`src/rtl/clock_pkg.sv`:
```
// Shared types, BCD limits and BCD increment helpers for the alarm clock controller.
package clock_pkg;

    typedef enum logic [1:0] {
        EDIT_NONE = 2'd0,
        EDIT_HH   = 2'd1,
        EDIT_MM   = 2'd2
    } edit_state_e;

    typedef enum logic [1:0] {
        AL_IDLE   = 2'd0,
        AL_RING   = 2'd1,
        AL_SNOOZE = 2'd2
    } alarm_state_e;

    localparam logic [7:0] HH_MIN     = 8'h01;
    localparam logic [7:0] HH_MAX     = 8'h12;
    localparam logic [7:0] HH_PM_EDGE = 8'h11;
    localparam logic [7:0] MM_MAX     = 8'h59;

    // Minutes wrap 59 -> 00 without producing any carry.
    function automatic logic [7:0] bcd_inc_mod60(input logic [7:0] v);
        logic [7:0] r;
        if (v == MM_MAX) begin
            r = 8'h00;
        end else if (v[3:0] == 4'h9) begin
            r = {v[7:4] + 4'h1, 4'h0};
        end else begin
            r = v + 8'h01;
        end
        return r;
    endfunction

    // Hours run 12 -> 01 -> ... -> 11 -> 12.
    function automatic logic [7:0] bcd_inc_hour12(input logic [7:0] v);
        logic [7:0] r;
        if (v == HH_MAX) begin
            r = HH_MIN;
        end else if (v[3:0] == 4'h9) begin
            r = {v[7:4] + 4'h1, 4'h0};
        end else begin
            r = v + 8'h01;
        end
        return r;
    endfunction

endpackage

```
`src/rtl/clock_tick_gen.sv`:
```
// Prescaler producing a registered one-cycle tick every TICK_DIV enabled clocks.
module clock_tick_gen #(
    parameter int TICK_DIV = 50000000
) (
    input  logic clk_i,
    input  logic rst_ni,
    input  logic run_en_i,
    output logic tick_o
);

    localparam int PW = $clog2(TICK_DIV);
    localparam logic [PW-1:0] LAST = PW'(TICK_DIV - 1);

    logic [PW-1:0] count_q, count_d;
    logic          tick_q, tick_d;

    always_ff @(posedge clk_i or negedge rst_ni) begin
        if (!rst_ni) begin
            count_q <= '0;
            tick_q  <= 1'b0;
        end else begin
            count_q <= count_d;
            tick_q  <= tick_d;
        end
    end

    // With run_en low the count freezes so timekeeping resumes without a phase jump.
    always_comb begin
        count_d = count_q;
        tick_d  = 1'b0;
        if (run_en_i) begin
            if (count_q == LAST) begin
                count_d = '0;
                tick_d  = 1'b1;
            end else begin
                count_d = count_q + 1'b1;
            end
        end
    end

    assign tick_o = tick_q;

endmodule

```
`src/rtl/clock_alarm_ctrl.sv`:
```
// Alarm controller: tick generation, BCD alarm editing and ring/snooze sequencing
// on top of the 12-hour BCD timer outputs.
module clock_alarm_ctrl
    import clock_pkg::*;
#(
    parameter int TICK_DIV    = 50000000,
    parameter int RING_SECS   = 60,
    parameter int SNOOZE_SECS = 300
) (
    input  logic       clk_i,
    input  logic       rst_ni,
    input  logic       run_en_i,
    input  logic       btn_mode_i,
    input  logic       btn_inc_i,
    input  logic       btn_stop_i,
    input  logic       alarm_arm_i,
    input  logic [7:0] cur_hh_i,
    input  logic [7:0] cur_mm_i,
    input  logic [7:0] cur_ss_i,
    input  logic       cur_pm_i,
    output logic       tick_ena_o,
    output logic [7:0] al_hh_o,
    output logic [7:0] al_mm_o,
    output logic       al_pm_o,
    output logic [1:0] editing_o,
    output logic       ringing_o,
    output logic       snoozing_o
);

    localparam int CNT_MAX = (RING_SECS > SNOOZE_SECS) ? RING_SECS : SNOOZE_SECS;
    localparam int CW      = $clog2(CNT_MAX + 1);
    localparam logic [CW-1:0] RING_LOAD   = CW'(RING_SECS);
    localparam logic [CW-1:0] SNOOZE_LOAD = CW'(SNOOZE_SECS);

    edit_state_e  edit_q, edit_d;
    alarm_state_e al_state_q, al_state_d;
    logic [7:0]   al_hh_q, al_hh_d;
    logic [7:0]   al_mm_q, al_mm_d;
    logic         al_pm_q, al_pm_d;
    logic         match_q;
    logic [CW-1:0] ring_cnt_q, ring_cnt_d;
    logic [CW-1:0] snooze_cnt_q, snooze_cnt_d;

    logic tick;
    logic match;
    logic trigger;
    logic alarm_busy;
    logic snooze_req;

    clock_tick_gen #(
        .TICK_DIV (TICK_DIV)
    ) u_tick_gen (
        .clk_i    (clk_i),
        .rst_ni   (rst_ni),
        .run_en_i (run_en_i),
        .tick_o   (tick)
    );

    assign match = (cur_hh_i == al_hh_q) && (cur_mm_i == al_mm_q) &&
                   (cur_pm_i == al_pm_q) && (cur_ss_i == 8'h00);
    assign trigger    = match && !match_q;
    assign alarm_busy = (al_state_q == AL_RING) || (al_state_q == AL_SNOOZE);
    // A mode press consumes a simultaneous inc, and inc only snoozes outside edit mode.
    assign snooze_req = btn_inc_i && !btn_mode_i && (edit_q == EDIT_NONE);

    always_ff @(posedge clk_i or negedge rst_ni) begin
        if (!rst_ni) begin
            edit_q       <= EDIT_NONE;
            al_state_q   <= AL_IDLE;
            al_hh_q      <= HH_MAX;
            al_mm_q      <= 8'h00;
            al_pm_q      <= 1'b0;
            match_q      <= 1'b0;
            ring_cnt_q   <= '0;
            snooze_cnt_q <= '0;
        end else begin
            edit_q       <= edit_d;
            al_state_q   <= al_state_d;
            al_hh_q      <= al_hh_d;
            al_mm_q      <= al_mm_d;
            al_pm_q      <= al_pm_d;
            match_q      <= match;
            ring_cnt_q   <= ring_cnt_d;
            snooze_cnt_q <= snooze_cnt_d;
        end
    end

    always_comb begin
        edit_d  = edit_q;
        al_hh_d = al_hh_q;
        al_mm_d = al_mm_q;
        al_pm_d = al_pm_q;
        if (btn_mode_i) begin
            if (!alarm_busy) begin
                case (edit_q)
                    EDIT_NONE: edit_d = EDIT_HH;
                    EDIT_HH:   edit_d = EDIT_MM;
                    default:   edit_d = EDIT_NONE;
                endcase
            end
        end else if (btn_inc_i) begin
            case (edit_q)
                EDIT_HH: begin
                    al_hh_d = bcd_inc_hour12(al_hh_q);
                    if (al_hh_q == HH_PM_EDGE) begin
                        al_pm_d = !al_pm_q;
                    end
                end
                EDIT_MM: al_mm_d = bcd_inc_mod60(al_mm_q);
                default: ;
            endcase
        end
    end

    // Priority: disarm, stop, snooze, then counter expiry.
    always_comb begin
        al_state_d   = al_state_q;
        ring_cnt_d   = ring_cnt_q;
        snooze_cnt_d = snooze_cnt_q;
        if (!alarm_arm_i) begin
            al_state_d = AL_IDLE;
        end else begin
            case (al_state_q)
                AL_IDLE: begin
                    if (trigger && (edit_q == EDIT_NONE)) begin
                        al_state_d = AL_RING;
                        ring_cnt_d = RING_LOAD;
                    end
                end
                AL_RING: begin
                    if (btn_stop_i) begin
                        al_state_d = AL_IDLE;
                    end else if (snooze_req) begin
                        al_state_d   = AL_SNOOZE;
                        snooze_cnt_d = SNOOZE_LOAD;
                    end else if (ring_cnt_q == '0) begin
                        al_state_d = AL_IDLE;
                    end else if (tick) begin
                        ring_cnt_d = ring_cnt_q - 1'b1;
                    end
                end
                AL_SNOOZE: begin
                    if (btn_stop_i) begin
                        al_state_d = AL_IDLE;
                    end else if (snooze_cnt_q == '0) begin
                        al_state_d = AL_RING;
                        ring_cnt_d = RING_LOAD;
                    end else if (tick) begin
                        snooze_cnt_d = snooze_cnt_q - 1'b1;
                    end
                end
                default: al_state_d = AL_IDLE;
            endcase
        end
    end

    assign tick_ena_o = tick;
    assign al_hh_o    = al_hh_q;
    assign al_mm_o    = al_mm_q;
    assign al_pm_o    = al_pm_q;
    assign editing_o  = edit_q;
    assign ringing_o  = (al_state_q == AL_RING);
    assign snoozing_o = (al_state_q == AL_SNOOZE);

endmodule

```
`config.mk`:
```
export PLATFORM = sky130hd
export DESIGN_NAME = clock_alarm_ctrl
export DESIGN_NICKNAME = d
export VERILOG_FILES = /design/src/rtl/clock_pkg.sv /design/src/rtl/clock_tick_gen.sv /design/src/rtl/clock_alarm_ctrl.sv
export SDC_FILE = /design/constraint.sdc
export NUM_CORES = 1
export LEC_CHECK = 0
export BUFFER_PORTS_ARGS = -buffer_cell sky130_fd_sc_hd__buf_2
export CAP_MARGIN = 15
export CORE_ASPECT_RATIO = 0.6
export CORE_MARGIN = 5
export CORE_UTILIZATION = 63
export CTS_CLUSTER_DIAMETER = 200
export DETAILED_ROUTE_END_ITERATION = 10
export PLACE_DENSITY = 0.83
export SKIP_LAST_GASP = 1
export SYNTH_ARGS = -nofsm -noshare
export SYNTH_HDL_FRONTEND = slang
export SYNTH_HIERARCHICAL = 1
export SYNTH_SLANG_ARGS = --single-unit
```
`constraint.sdc`:
```
create_clock -name clk_i -period 3.3 [get_ports clk_i]
set_input_delay 0.66 -clock clk_i [delete_from_list [all_inputs] [get_ports clk_i]]
set_output_delay 0.66 -clock clk_i [all_outputs]
set_load 0.005 [all_outputs]
```
======== After elaboration in Yosys (flattened, before gate mapping) ========
Index checks and enable logic that the tools add are counted.
W data, S select, Z words.
storage, ports and cells
  register bits after elaboration ......... 67
  logic and storage cells ................. 100
operators by class
  add/subtract/negate cells ............... 7
  eq/ne operators ......................... 26
  muxes and demuxes ....................... 30
  bitwise logic cells ..................... 2
  reduce and logical (&&, ||, !) cells .... 25
operator list
  operator                 count
  $mux W9                  12
  $mux W8                  4
  $pmux W9 S3              1
  $add A26 B1 Y26 const B  1
  $eq A26 B26 Y1 const B   1
  $mux W26                 1
  $logic_not A9 Y1         2
  $pmux W9 S2              1
  $sub A9 B1 Y9 const B    2
  $add A8 B1 Y8 const B    2
  $eq A8 B5 Y1 const B     2
  $eq A8 B8 Y1             2
  $mux W2                  7
  $ne A2 B2 Y1 const B     6
  $reduce_and A3 Y1        3
  $reduce_and A9 Y1        1
  $add A4 B1 Y4 const B    2
  $eq A4 B4 Y1 const B     2
  $eq A8 B7 Y1 const B     1
  $logic_not A8 Y1         1
  $ne A2 B1 Y1 const B     4
  $logic_and A1 B1 Y1      7
  $reduce_and A7 Y1        1
  $pmux W2 S3              1
  16 further kinds         23

======== Depth between registers and ports, before layout ========
Gate-level depths: netlist of the first run.
  depth after elaboration ................. 9
  mapped depth ............................ 8
  gate-level depth less buffers ........... 8

======== By module ========
Netlist of the first run, hierarchy kept.
by module, submodules not included
  module            instances  cells each  area an instance (um2)
  clock_alarm_ctrl  1          288         2,655.0
  clock_tick_gen    1          146         1,426.4

======== Worst setup path before layout of the first run ========
Ideal clock, no wire load.
  kind .................................... in2reg
  start point ............................. input cur_ss_i[2]
  end point ............................... register ring_cnt_q[4]
  arrival ................................. 2.217 ns
  data required time ...................... 3.174 ns
  slack ................................... 0.957 ns
  stages on the path ...................... 6
  cells stage by stage .................... nor4_1 nand4_1 or4b_4 o21ai_4 nand2_2 o311a_1
on the way
  cells in the longest elaborated chain, start to end .. 6
RTL lines
  what                                RTL line                 text
  start, declared                     clock_alarm_ctrl.sv:19   input logic [7:0] cur_ss_i,
  $logic_not A8 Y1                    clock_alarm_ctrl.sv:60   (cur_pm_i == al_pm_q) && (cur_ss_i == 8'h00);
  $logic_and A1 B1 Y1                 clock_alarm_ctrl.sv:60
  $logic_and A1 B1 Y1                 clock_alarm_ctrl.sv:61   assign trigger = match && !match_q;
  $logic_and A1 B1 Y1                 clock_alarm_ctrl.sv:125  if (trigger && (edit_q == EDIT_NONE)) begin
  $ne A2 B2 Y1 (no source line)       n/a
  $reduce_and A9 Y1 (no source line)  n/a
  end signal, assigned                clock_alarm_ctrl.sv:83   ring_cnt_q <= ring_cnt_d;
  end, declared                       clock_alarm_ctrl.sv:41   logic [CW-1:0] ring_cnt_q, ring_cnt_d;
No other way between the ends.
A chain may end at the register's enable or synchronous reset.

======== Worst setup path in the final report of the first run ========
  start point ............................. register ring_cnt_q[0]
  end point ............................... register ring_cnt_q[1]
on the way
  cells in the longest elaborated chain, start to end .. 6
  elaborated cells on any way between the ends .. 9
  those cells by class .................... 1 x add/sub; 1 x eq/ne; 5 x mux; 2 x reduce/logical
RTL lines
  what           RTL line                 text
  $sub A9 B1 Y9  clock_alarm_ctrl.sv:139  ring_cnt_d = ring_cnt_q - 1'b1;
  $mux W9        clock_alarm_ctrl.sv:138  end else if (tick) begin
  $mux W9        clock_alarm_ctrl.sv:136  end else if (ring_cnt_q == '0) begin
  $mux W9        clock_alarm_ctrl.sv:133  end else if (snooze_req) begin
  $mux W9        clock_alarm_ctrl.sv:131  if (btn_stop_i) begin
  $pmux W9 S3    clock_alarm_ctrl.sv:123  case (al_state_q)
Parallel ways exist; a longest one is shown, timed or not. The select of a mux whose other input is x is not followed.

==> results of run 1 <==
[critical path, cell delays in order (launching register included)]
cell and delay, ns:
dfrtp_1 0.42, inv_1 0.08, ha_1 0.21, or3b_4 0.42, or3_4 0.38, o41ai_4 0.36, a221o_2 0.33, o21ai_0 0.11
o31ai_1 0.07
[registers in the layout, indices dropped and copies added, names as in the netlist]
signal / count
editing_o: 2
u_tick_gen/tick_o: 1
al_state_q: 2
u_tick_gen/count_q: 26
al_mm_o: 8
ring_cnt_q: 9
al_pm_o: 1
match_q: 1
al_hh_o: 8
snooze_cnt_q: 9
[per-stage QoR]
step / std cells / setup slack, ns
final: 574 / 0.805
after detailed placement: 558 / 0.687
after CTS: 574 / 0.827
after floorplan: 434 / 0.957
after global routing: 574 / 0.712
after global placement: 558 / 0.766
[metal layers]
layer	part of all wire [%]	routed length (um)	up-vias	track usage, %
met5	0	0	-	0
li1	-	-	1674	-
met3	6.5	631	7	6.08
met4	0.60	58	0	5.01
met2	44	4320	131	38.0
met1	49	4740	1746	37.1
[path summary, 6_finish.rpt]
path,start,to,slack [ns],cells after the start
worst min register to register,u_tick_gen/count_q[16],u_tick_gen/count_q[16],0.50,1
min in group clk_i,u_tick_gen/count_q[16],u_tick_gen/count_q[16],0.50,1
worst max register to register,ring_cnt_q[0],ring_cnt_q[1],0.80,8
worst max-delay path,ring_cnt_q[0],ring_cnt_q[1],0.80,8
worst min-delay path,rst_ni,al_mm_o[4],0.28,1
max in group asynchronous,rst_ni,u_tick_gen/count_q[8],2.04,2
[report_power, final]
group	internal (mW)	leakage, nW	total (mW)	switching [mW]
Sequential	0.943	0.869	1.19	0.243
Combinational	0.270	1.03	0.565	0.295
Clock	0.369	0.0987	0.698	0.329
[cell families (layout without fill, tap and decap cells)]
kind of cell	after synthesis	count (layout)	synth area share, %
AO/OA/AOI/OAI	89	89	15.1
flip-flops	67	67	41.1
XOR/XNOR	41	41	8.80
AND/OR/NAND/NOR	187	187	26.0
buffers and inverters	29	85	2.91
multiplexers	7	7	1.78
adder cells (fa/ha/maj)	14	14	4.29
[final cells by class]
class                           count  area (um2)  share of cell area (%)
Inverter                           14        52.6                    1.14
Clock inverter                      6        63.8                    1.39
Tap cell                           84         105                    2.28
Clock buffer                       10         138                    2.99
Sequential cell                    67        1680                    36.5
Multi-Input combinational cell    338        2280                    49.6
Timing Repair Buffer               55         280                    6.09
[layout by cell type, fill, tap and decap left out, drive strengths merged, types with 4 or more instances in the layout]
cell type  count
dfrtp         65
buf           55
nand2         44
o21ai         32
nor2          26
a21oi         24
xor2          21
nor3          21
xnor2         20
nand3         19
ha            14
inv           14
nor4          14
nand4         11
clkbuf        10
o31ai          9
nand2b         8
or4            8
or3            8
nor2b          7
mux2i          5
nand3b         4
==> results.sh, run 1 <==
export IMPL_initialDrtViolationCount=253
export IMPL_io_pins=54
export IMPL_grt_start_max_net_pins=46
export IMPL_route_vias_total=3558
export IMPL_synth_area_leader_cell="dfrtp_1"
export IMPL_post_route_drc_count=0
export IMPL_rsz0062_at_grt="no"
export IMPL_grt_ovfl_total=0
export IMPL_ys_seq_elements=67
export IMPL_finalSetupViolCount=0
export IMPL_hold_path_class="input port to asynchronous set/reset pin"
export IMPL_antenna_violations_before_repair=0
export IMPL_final_hold_violation_count=0
export IMPL_clock_tree_root_cell="clkbuf_8"
export IMPL_synth_top_cells_by_count="dfrtp_1, nand2_1, o21ai_0"
export IMPL_tritoncts_clock_tree="built"
export IMPL_finalCritPeriodShare_pct=75.6
export IMPL_final_setup_skew_ns=0.0165
export IMPL_final_max_slew_violation_count=0
export IMPL_worst_ep_arrival_time_ns=2.73
export IMPL_clock_path_buffers=2
export IMPL_cts_setup_buffers=0
export IMPL_starting_density_of_the_core_pct=65.9
export IMPL_port_buffers=53
export IMPL_tightestPinTransition_ns=0.932
export IMPL_clk_transition_reported_paths_ns=0.08
export IMPL_first_global_vias=3347
export IMPL_synth_nets=480
export IMPL_ys_seq_area_share_pct=41.1
export IMPL_route_final_wire_length_um=9750
export IMPL_avgSynthCellArea_um2=9.40
export IMPL_finish_net_count=531
export IMPL_cts_htree_levels=3
export IMPL_design_core_area_mm2=0.00619
export IMPL_power_mw=2.45
export IMPL_synth_warnings=6
export IMPL_static_leakage_power_nw=2.00
export IMPL_postPlaceCellArea_mm2=0.00440
export IMPL_fp_dieH_um=72.3
export IMPL_status="finished clean"
export IMPL_place_congestion=0.887
export IMPL_yosys_cell_count_top_type="dfrtp_1"
export IMPL_crit_path_max_fanout=7
export IMPL_timing_fmax_mhz=401
export IMPL_grt_pass1_wl_um=16500
export IMPL_cellPowerDensity_mw_per_mm2=532
export IMPL_grt_use_total_pct=25.2
export IMPL_post_cts_resized=0
export IMPL_die_area_mm2=0.00824
export IMPL_layout_drive_gt1_share_pct=20.8
export IMPL_post_route_util_pct=74.3
export IMPL_avgViaCountPerCell=6.20
export IMPL_cp_end_kind="flip-flop"
export IMPL_synth_top_cell_area_share_pct=39.9
export IMPL_fp_row_count=22
export IMPL_synthTopCellsByArea="dfrtp_1, xor2_1, ha_1, xnor2_1, nand2_1"
export IMPL_layout_filler_cells=457
export IMPL_drt_pre_antenna_iters=4
export IMPL_layout_cell_area_non_filler_mm2=0.00460
export IMPL_cts_hold_fix_buffers=0
export IMPL_maxSlewHeadroom_pct=37.7
export IMPL_wl_per_cell_um=17.0
export IMPL_setup_tns_final_ns=0
export IMPL_syn_to_final_growth_pct=12.8
export IMPL_criticalPathCategory="flip-flop to flip-flop"
export IMPL_clock_buffers_created_by_tritoncts=9
export IMPL_netlist_area_mm2=0.00408
export IMPL_async_reset_ff_share_pct=100
export IMPL_vdd_ir_drop_worst_mv=0.418
export IMPL_cap_violations=0
export IMPL_diode_insertion_count_for_antenna_repair=0
export IMPL_ys_dominant_reg_cell="dfrtp_1"
export IMPL_route_antenna_remaining_nets=0
export IMPL_worst_hold_slack_ns=0.280
export IMPL_cts_sinks=67
export IMPL_insertion_delay_ns=0.35
export IMPL_startpoint_type="flip-flop"
export IMPL_dp_final_hpwl_um=7210
export IMPL_synthesis_instances=434
export IMPL_fp_dieW_um=114
export IMPL_synth_lib_cells_used_distinct=71
export IMPL_synth_edf_count=0
export IMPL_worst_path_required_time_ns=3.54
export IMPL_finalCriticalPeriod_ns=2.50
Note: power is estimated with default switching activity, not from simulation.
==> run 2: changes to the inputs <==
--- a/config.mk
+++ b/config.mk
@@ -9,10 +9,10 @@
 export CAP_MARGIN = 15
 export CORE_ASPECT_RATIO = 0.6
 export CORE_MARGIN = 5
-export CORE_UTILIZATION = 63
+export CORE_UTILIZATION = 58
 export CTS_CLUSTER_DIAMETER = 200
 export DETAILED_ROUTE_END_ITERATION = 10
-export PLACE_DENSITY = 0.83
+export PLACE_DENSITY = 0.77
 export SKIP_LAST_GASP = 1
 export SYNTH_ARGS = -nofsm -noshare
 export SYNTH_HDL_FRONTEND = slang
==> constraint.sdc (replaced) <==
create_clock -name clk_i -period 2.55 [get_ports clk_i]
set_input_delay 0.51 -clock clk_i [delete_from_list [all_inputs] [get_ports clk_i]]
set_output_delay 0.51 -clock clk_i [all_outputs]
set_load 0.005 [all_outputs]
==> run 2 against run 1 <==
Effect of this change:
- utilization is 3.6 points lower
- wire length is 1.1% higher
- via count is 1.0% lower
- critical path depth stayed put
- critical endpoint is now ring_cnt_q[0]
- combinational power is 42% higher
- first-iteration DRC count is 39% higher
- hold slack worse by 0.14 ns
==> results.sh, run 2 (same netlist as run 1, synthesis figures left out) <==
export IMPL_crit_slowest_cell="dfrtp_1"
export IMPL_worst_path_required_time_ns=2.80
export IMPL_startpoint_type="flip-flop"
export IMPL_route_final_wire_length_um=9860
export IMPL_vdd_ir_drop_worst_mv=0.735
export IMPL_tightestPinTransition_ns=0.579
export IMPL_cts_hold_fix_buffers=0
export IMPL_cts_htree_levels=3
export IMPL_cp_top_family="compound AO/OA/AOI/OAI gates"
export IMPL_reg2reg_depth=8
export IMPL_cp_end_kind="flip-flop"
export IMPL_fp_row_count=23
export IMPL_grt_start_max_net_pins=28
export IMPL_top_register="u_tick_gen/count_q"
export IMPL_avgViaCountPerCell=6.03
export IMPL_cts_sinks=67
export IMPL_worst_setup_path_startpoint="ring_cnt_q[0]"
export IMPL_clock_tree_root_cell="clkbuf_16"
export IMPL_post_cts_resized=0
export IMPL_status="finished clean"
export IMPL_finalCritPeriodShare_pct=94.7
export IMPL_cap_violations=0
export IMPL_place_congestion=0.913
export IMPL_finish_net_count=538
export IMPL_route_vias_total=3521
export IMPL_worst_path_buffer_plus_inverter_count=1
export IMPL_antenna_violations_before_repair=0
export IMPL_first_global_vias=3264
export IMPL_static_leakage_power_nw=2.09
export IMPL_layout_drive_gt1_share_pct=21.9
export IMPL_layout_cell_area_non_filler_mm2=0.00478
export IMPL_postPlaceCellArea_mm2=0.00446
export IMPL_clock_buffers_created_by_tritoncts=9
export IMPL_flip_flop_count_of_the_largest_register_all_copies_and_words_added=26
export IMPL_grt_use_total_pct=23.6
export IMPL_reg_top3="u_tick_gen/count_q x26, ring_cnt_q x9, snooze_cnt_q x9"
export IMPL_initialDrtViolationCount=351
export IMPL_final_max_slew_violation_count=0
export IMPL_cts_setup_buffers=0
export IMPL_final_setup_skew_ns=0.00602
export IMPL_r2r_start="ring_cnt_q[0]"
export IMPL_io_pins=54
export IMPL_final_hold_violation_count=0
export IMPL_wl_per_cell_um=16.9
export IMPL_finalCriticalPeriod_ns=2.41
export IMPL_reg2reg_setup_slack_ns=0.14
export IMPL_fp_dieH_um=75.0
export IMPL_grt_ovfl_total=0
export IMPL_grt_pass1_wl_um=16400
export IMPL_insertion_delay_ns=0.34
export IMPL_clk_transition_reported_paths_ns=0.06
export IMPL_post_route_drc_count=0
export IMPL_most_common_layout_cells="dfrtp_1, buf_2, nand2_1"
export IMPL_worst_path_most_repeated_cell="o21ai_1"
export IMPL_design_core_area_mm2=0.00676
export IMPL_setup_tns_final_ns=0
export IMPL_worst_ep_arrival_time_ns=2.66
export IMPL_criticalPathCategory="flip-flop to flip-flop"
export IMPL_dp_final_hpwl_um=7250
export IMPL_port_buffers=53
export IMPL_met2_wirelength_um=4070
export IMPL_tritoncts_clock_tree="built"
export IMPL_highest_signal_layer="met4"
export IMPL_max_stage_delay_ns=0.40
export IMPL_syn_to_final_growth_pct=17.2
export IMPL_crit_path_max_fanout=7
export IMPL_route_antenna_remaining_nets=0
export IMPL_diode_insertion_count_for_antenna_repair=0
export IMPL_final_common_cell="dfrtp_1"
export IMPL_route_layer_met1_wl_um=5020
export IMPL_drt_pre_antenna_iters=5
export IMPL_sequence_of_cells_on_the_critical_path="inv_1, ha_1, or3b_4, or3_4, o41ai_4, a221o_2, o21ai_1, o21ai_1"
export IMPL_cellPowerDensity_mw_per_mm2=766
export IMPL_rsz0062_at_grt="no"
export IMPL_maxSlewHeadroom_pct=61.1
export IMPL_timing_fmax_mhz=414
export IMPL_clock_path_buffers=2
export IMPL_fp_dieW_um=118
export IMPL_starting_density_of_the_core_pct=60.4
export IMPL_hold_path_class="input port to asynchronous set/reset pin"
export IMPL_r2r_end="ring_cnt_q[0]"
export IMPL_finalSetupViolCount=0
export IMPL_dr_wl_met3_um=684
export IMPL_die_area_mm2=0.00887
[run 2: cell types whose count changed in the layout (fill, tap and decap cells not counted), sizes merged]
cell / change
buf: +7
bufinv: +1
clkbuf: -1
[run 2: worst max-delay path by stage]
stage	end	slack [ns]	cells past startpoint
final	ring_cnt_q[0]	0.14	8
after global routing	ring_cnt_q[1]	0.006	8
after CTS	ring_cnt_q[1]	0.14	8
after detailed placement	ring_cnt_q[1]	0.15	8
after global placement	ring_cnt_q[1]	0.23	8
after floorplan	ring_cnt_q[4]	0.33	8
[run 2: area by class of cell]
cell class	count	area, um2
Timing Repair Buffer	62	333
Sequential cell	67	1680
Clock buffer	9	225
Tap cell	87	109
Fill cell	503	1980
Clock inverter	7	101
Multi-Input combinational cell	338	2280
Inverter	14	52.6
[run 2: worst register-to-register path, delay by kind of cell (launching register included)]
kind                       cells  cell delay [ns]
AOI/OAI and AO/OA              4             0.90
adders and majority gates      1             0.18
buffers and inverters          1             0.07
DFF                            1             0.40
and+or+nand+nor                2             0.77
[run 2: layer usage]
metal  track usage (%)  vias to the layer above
met5                 0                        -
met4              6.62                        0
met1              35.8                     1689
met2              32.8                      124
met3              6.91                        7
li1                  -                     1701
[run 2: where the power goes]
group / internal, mW / switching, mW
sequential: 1.22 / 0.287
clock: 0.862 / 0.490
combinational: 0.372 / 0.430
total: 2.46 / 1.21
[run 2: per-stage QoR]
| step | power, mW | cells | hold WS [ns] | utilization (%) | worst slack, ns |
|---|---|---|---|---|---|
| 2_1_floorplan | 1.98 | 434 | 0.214 | - | 0.335 |
| 3_3_place_gp | 2.28 | 568 | 0.483 | 65.9 | 0.225 |
| 3_5_place_dp | 2.31 | 568 | 0.486 | 65.9 | 0.146 |
| 4_1_cts | 3.67 | 584 | 0.149 | 70.7 | 0.137 |
| 5_1_grt | 3.86 | 584 | 0.179 | 70.7 | 0.00620 |
| 6_report | 3.66 | 584 | 0.140 | 70.7 | 0.136 |
